===== config.mk =====
export PLATFORM = sky130hd
export DESIGN_NAME = data_out_uart_tx
export DESIGN_NICKNAME = d
export VERILOG_FILES = /design/src/rtl/data_out_uart_pkg.sv /design/src/rtl/sync_fifo.sv /design/src/rtl/data_out_uart_tx.sv
export SDC_FILE = /design/constraint.sdc
export NUM_CORES = 1
export LEC_CHECK = 0
export CAP_MARGIN = 30
export CORE_ASPECT_RATIO = 1.75
export CORE_UTILIZATION = 50
export DETAILED_ROUTE_END_ITERATION = 16
export PLACE_DENSITY = 0.63
export SLEW_MARGIN = 15
export SYNTH_ARGS = -nofsm -noshare
export SYNTH_HDL_FRONTEND = slang
export SYNTH_SLANG_ARGS = --single-unit

===== constraint.sdc =====
create_clock -name clk -period 6.5 [get_ports clk]
set_input_delay 1.3 -clock clk [delete_from_list [all_inputs] [get_ports clk]]
set_output_delay 1.3 -clock clk [all_outputs]
set_load 0.05 [all_outputs]

===== src/rtl/data_out_uart_pkg.sv =====
// rtl/data_out_uart_pkg.sv - shared serializer state type and default sizing for the Data_out UART transmitter
package data_out_uart_pkg;

  localparam int DEFAULT_CLKS_PER_BIT = 868;
  localparam int DEFAULT_FIFO_DEPTH   = 8;

  typedef enum logic [1:0] {
    ST_IDLE,
    ST_START,
    ST_DATA,
    ST_STOP
  } tx_state_e;

endpackage


===== src/rtl/sync_fifo.sv =====
// rtl/sync_fifo.sv - single-clock show-ahead FIFO; full comes from the registered occupancy count
module sync_fifo
  import data_out_uart_pkg::*;
#(
  parameter int WIDTH = 32,
  parameter int DEPTH = DEFAULT_FIFO_DEPTH
) (
  input  logic             clk,
  input  logic             rst,
  input  logic             wr_en,
  input  logic [WIDTH-1:0] wr_data,
  input  logic             rd_en,
  output logic [WIDTH-1:0] rd_data,
  output logic             full,
  output logic             empty
);

  localparam int AW = $clog2(DEPTH);

  logic [WIDTH-1:0] mem [DEPTH];
  logic [AW-1:0]    wr_ptr;
  logic [AW-1:0]    rd_ptr;
  logic [AW:0]      count;
  logic             do_push;
  logic             do_pop;

  // Push is gated by the registered full, so a same-edge pop never frees a slot early.
  assign full    = (count == (AW+1)'(DEPTH));
  assign empty   = (count == '0);
  assign do_push = wr_en && !full;
  assign do_pop  = rd_en && !empty;
  assign rd_data = mem[rd_ptr];

  always_ff @(posedge clk) begin
    if (do_push) begin
      mem[wr_ptr] <= wr_data;
    end
  end

  always_ff @(posedge clk) begin
    if (rst) begin
      wr_ptr <= '0;
      rd_ptr <= '0;
      count  <= '0;
    end else begin
      if (do_push) begin
        wr_ptr <= wr_ptr + 1'b1;
      end
      if (do_pop) begin
        rd_ptr <= rd_ptr + 1'b1;
      end
      case ({do_push, do_pop})
        2'b10:   count <= count + 1'b1;
        2'b01:   count <= count - 1'b1;
        default: count <= count;
      endcase
    end
  end

endmodule


===== src/rtl/data_out_uart_tx.sv =====
// rtl/data_out_uart_tx.sv - buffers 32-bit core Data_out words and sends them as four 8N1 bytes, LSB byte first
module data_out_uart_tx
  import data_out_uart_pkg::*;
#(
  parameter int CLKS_PER_BIT = DEFAULT_CLKS_PER_BIT,
  parameter int FIFO_DEPTH   = DEFAULT_FIFO_DEPTH
) (
  input  logic        clk,
  input  logic        rst,
  input  logic        wr_en,
  input  logic [31:0] wr_data,
  output logic        full,
  output logic        overflow,
  output logic        busy,
  output logic        tx
);

  localparam int             BW        = $clog2(CLKS_PER_BIT);
  localparam logic [BW-1:0]  BAUD_LAST = BW'(CLKS_PER_BIT - 1);

  tx_state_e     state;
  tx_state_e     state_next;
  logic [BW-1:0] baud;
  logic [BW-1:0] baud_next;
  logic [2:0]    bit_idx;
  logic [2:0]    bit_next;
  logic [2:0]    bit_inc;
  logic [1:0]    byte_idx;
  logic [1:0]    byte_next;
  logic [31:0]   word;
  logic [31:0]   word_next;
  logic [31:0]   fifo_data;
  logic [7:0]    cur_byte;
  logic          tx_next;
  logic          pop;
  logic          empty;

  sync_fifo #(
    .WIDTH (32),
    .DEPTH (FIFO_DEPTH)
  ) u_fifo (
    .clk     (clk),
    .rst     (rst),
    .wr_en   (wr_en),
    .wr_data (wr_data),
    .rd_en   (pop),
    .rd_data (fifo_data),
    .full    (full),
    .empty   (empty)
  );

  assign busy     = (state != ST_IDLE) || !empty;
  assign cur_byte = word[{byte_idx, 3'b000} +: 8];
  assign bit_inc  = bit_idx + 3'd1;

  // tx is registered, so the level computed here is the one for the state being entered.
  always_comb begin
    state_next = state;
    baud_next  = baud;
    bit_next   = bit_idx;
    byte_next  = byte_idx;
    word_next  = word;
    tx_next    = 1'b1;
    pop        = 1'b0;
    case (state)
      ST_IDLE: begin
        if (!empty) begin
          pop        = 1'b1;
          word_next  = fifo_data;
          byte_next  = 2'd0;
          bit_next   = 3'd0;
          baud_next  = '0;
          state_next = ST_START;
          tx_next    = 1'b0;
        end
      end
      ST_START: begin
        tx_next = 1'b0;
        if (baud == BAUD_LAST) begin
          baud_next  = '0;
          bit_next   = 3'd0;
          state_next = ST_DATA;
          tx_next    = cur_byte[0];
        end else begin
          baud_next = baud + 1'b1;
        end
      end
      ST_DATA: begin
        tx_next = cur_byte[bit_idx];
        if (baud == BAUD_LAST) begin
          baud_next = '0;
          if (bit_idx == 3'd7) begin
            state_next = ST_STOP;
            tx_next    = 1'b1;
          end else begin
            bit_next = bit_inc;
            tx_next  = cur_byte[bit_inc];
          end
        end else begin
          baud_next = baud + 1'b1;
        end
      end
      ST_STOP: begin
        tx_next = 1'b1;
        if (baud == BAUD_LAST) begin
          baud_next = '0;
          if (byte_idx != 2'd3) begin
            byte_next  = byte_idx + 2'd1;
            state_next = ST_START;
            tx_next    = 1'b0;
          end else begin
            state_next = ST_IDLE;
          end
        end else begin
          baud_next = baud + 1'b1;
        end
      end
      default: begin
        state_next = ST_IDLE;
      end
    endcase
  end

  always_ff @(posedge clk) begin
    if (rst) begin
      state    <= ST_IDLE;
      baud     <= '0;
      bit_idx  <= 3'd0;
      byte_idx <= 2'd0;
      word     <= '0;
      tx       <= 1'b1;
      overflow <= 1'b0;
    end else begin
      state    <= state_next;
      baud     <= baud_next;
      bit_idx  <= bit_next;
      byte_idx <= byte_next;
      word     <= word_next;
      tx       <= tx_next;
      if (wr_en && full) begin
        overflow <= 1'b1;
      end
    end
  end

endmodule


==> flow_summary.ini <==
[detailed_routing]
avgViaCountPerCell = 5.95
dr.pass1.iters = 4
drc = 0
wirelength_um = 24900
drt_iter0_drc = 340
detail-route-antenna-nets = 0
num_vias = 6457
routedWlPerCell_um = 23.0

[grt]
grt_util_met2_pct = 38.0
grt_util_all_layers_pct = 20.3
grt_use_met1_pct = 22.9
gr-usage-met3_pct = 2.30
overflow = 0
top_usage_layer = met2
grt_pass1_wl_um = 39000
grt_max_degree = 69
grt_antenna_before_repair = 0
first_global_vias = 6958

[timing]
fin_crit_sh_pct = 64.7
relSlewSlack_pct = 41.5
post-route-worst-setup-slack_ns = 2.30
setup_viol_count_final = 0
tns_ns = 0
grt_setup_unrepaired = no
drv_slew = 0
worst_pin_slew_ns = 0.870
hold_violations = 0
max_freq_mhz = 238
fin_skew_ns = 0.0113
min_period_ns = 4.20

[place]
dp_hpwl_um = 15400
pre_cts_slack_ns = 2.62
gp_congestion = 0.816
portBuffers = 38
placed_area_um2 = 13500

[yosys]
yosysTopAreaCell = edfxtp_1
synthMuxAreaShare_pct = 16.7
synth_fa_ha_area_share_pct = 1.53
ys_top_cells_by_count = edfxtp_1, mux4_2, nor2_1
synthFlopType = edfxtp_1
synth_edf_count = 256
synthSimpleGateAreaFrac_pct = 4.42
synth.area.top_cells = edfxtp_1, mux4_2, dfxtp_1
synth-xor-area-share_pct = 0.482
synth.yosys.warnings = 0
yosysSeqAreaShare_pct = 70.0
yosysTopAreaCellShare_pct = 60.4
async_reset_ff_share_pct = 0
syn_area_per_cell_um2 = 17.9
synth_top_family_by_area = multiplexers
synth.distinct_cells = 63
syn_area_um2 = 12700
yosys_register_bits = 317
synth_compound_area_share_pct = 5.25
synth_fp_nets = 760
yosysMostFrequentCell = edfxtp_1
syn_inst = 710

[cells_and_area]
fin_util_pct = 58.2
antenna_cells = 0
drive_gt1_share_pct = 19.8
nets = 802
area_delta_synth_final_pct = 13.5
fin_area_um2 = 14400

[floorplanning]
dieArea_um2 = 26100
initial_core_util_pct = 51.3
io_pins = 39
die_x_um = 123
core-area_um2 = 24800
fp.dieH_um = 213
rows = 76

[power]
p_leak_uw = 0.00454
ir_drop_mv = 0.226
p_per_area_nw_per_um2 = 379

[clock_network]
clk_latency_ns = 0.55
clk_path_buf_depth = 3
holdBufCountCts = 0
cts-root-buf = clkbuf_16
clk_pin_slew_ns = 0.06
cts_buffers = 28
cts_setup_buffers = 0
cts_sinks = 317
cts_resized = 0
htree_levels = 1
cts_tree = done

[critical_path]
critPathMaxFanout = 16
slowest_delay_ns = 0.76
slowest_stage = nor4_1
cp-end-kind = output port
path_cells = nor4_1 -> and2_1 -> inv_2 -> clkdlybuf4s50_1
worstPathArrival_ns = 2.90
critPathLaunchType = register
crit_family = simple AND/OR/NAND/NOR gates
cp.required_ns = 5.20
path_class = register to output port
path_buf_inv = 2

[outcome]
status = finished, final reports clean

[job]
cap_violations = 0

[min_path]
min-delay-path-class = register to register
per-stage QoR:
step	total power (µW)	hold WS [ns]	instances
2_1_floorplan	3540	0.451	710
3_3_place_gp	3880	0.461	1029
6_report	5480	0.469	1086
5_1_grt	5740	0.513	1086
4_1_cts	5540	0.482	1085
3_5_place_dp	3930	0.465	1033
area by class of cell:
type | instances | area, µm²
Clock buffer | 40 | 797
Clock inverter | 12 | 91.3
Fill cell | 1842 | 10400
Inverter | 8 | 30.0
Multi-Input combinational cell | 345 | 3660
Sequential cell | 317 | 8910
Tap cell | 312 | 390
Timing Repair Buffer | 52 | 558
sequential cells by signal (all words and copies together), names as in the netlist:
signal	cells
baud	10
bit_idx	3
byte_idx	2
overflow	1
state	2
tx	1
u_fifo.count	4
u_fifo.mem	256
u_fifo.rd_ptr	3
u_fifo.wr_ptr	3
word	32
worst paths after layout:
path / from / endpoint / slack, ns / cells after the start
worst max-delay path: u_fifo.count[0]$_SDFFE_PP0P_ / busy / 2.30 / 4
worst min-delay path: overflow$_SDFFE_PP0P_ / overflow$_SDFFE_PP0P_ / 0.47 / 2
worst max register to register: state[0]$_SDFFE_PP0P_ / u_fifo.count[3]$_SDFFE_PP0P_ / 3.30 / 12
worst min register to register: overflow$_SDFFE_PP0P_ / overflow$_SDFFE_PP0P_ / 0.47 / 2
tightest hold or removal path, stage by stage (launching register included):
cell and delay, ns:
dfxtp_1 0.33, a21oi_1 0.04, nor2_1 0.07
kinds of logic after synthesis:
group	count (synthesis)
AO/OA/AOI/OAI	91
XOR/XNOR	7
adder cells (fa/ha/maj)	15
buffers and inverters	48
flip-flops	317
multiplexers	115
AND/OR/NAND/NOR	117
report_power, final:
| group | total [µW] | switching [µW] | internal [µW] |
|---|---|---|---|
| logic | 1340 | 753 | 587 |
| registers | 2530 | 140 | 2390 |
| clock network | 1610 | 710 | 896 |
layer usage:
layer / share of wire (%) / up-vias
li1: - / 2963
met1: 39 / 3344
met2: 55 / 100
met3: 2.4 / 50
met4: 3.7 / 0
met5: 0 / -
placed cells by master, fill, tap and decap left out, types with 7 or more instances in the layout:
master,count
inv_1,7
nor2_1,58
clkbuf_16,29
nand2_1,10
edfxtp_1,256
a21oi_1,15
buf_4,9
clkbuf_1,8
a211oi_1,32
clkdlybuf4s50_1,37
o21ai_0,7
mux2i_1,36
ha_1,14
dfxtp_1,58
mux4_2,72
Power figures use the tool's default switching activity.
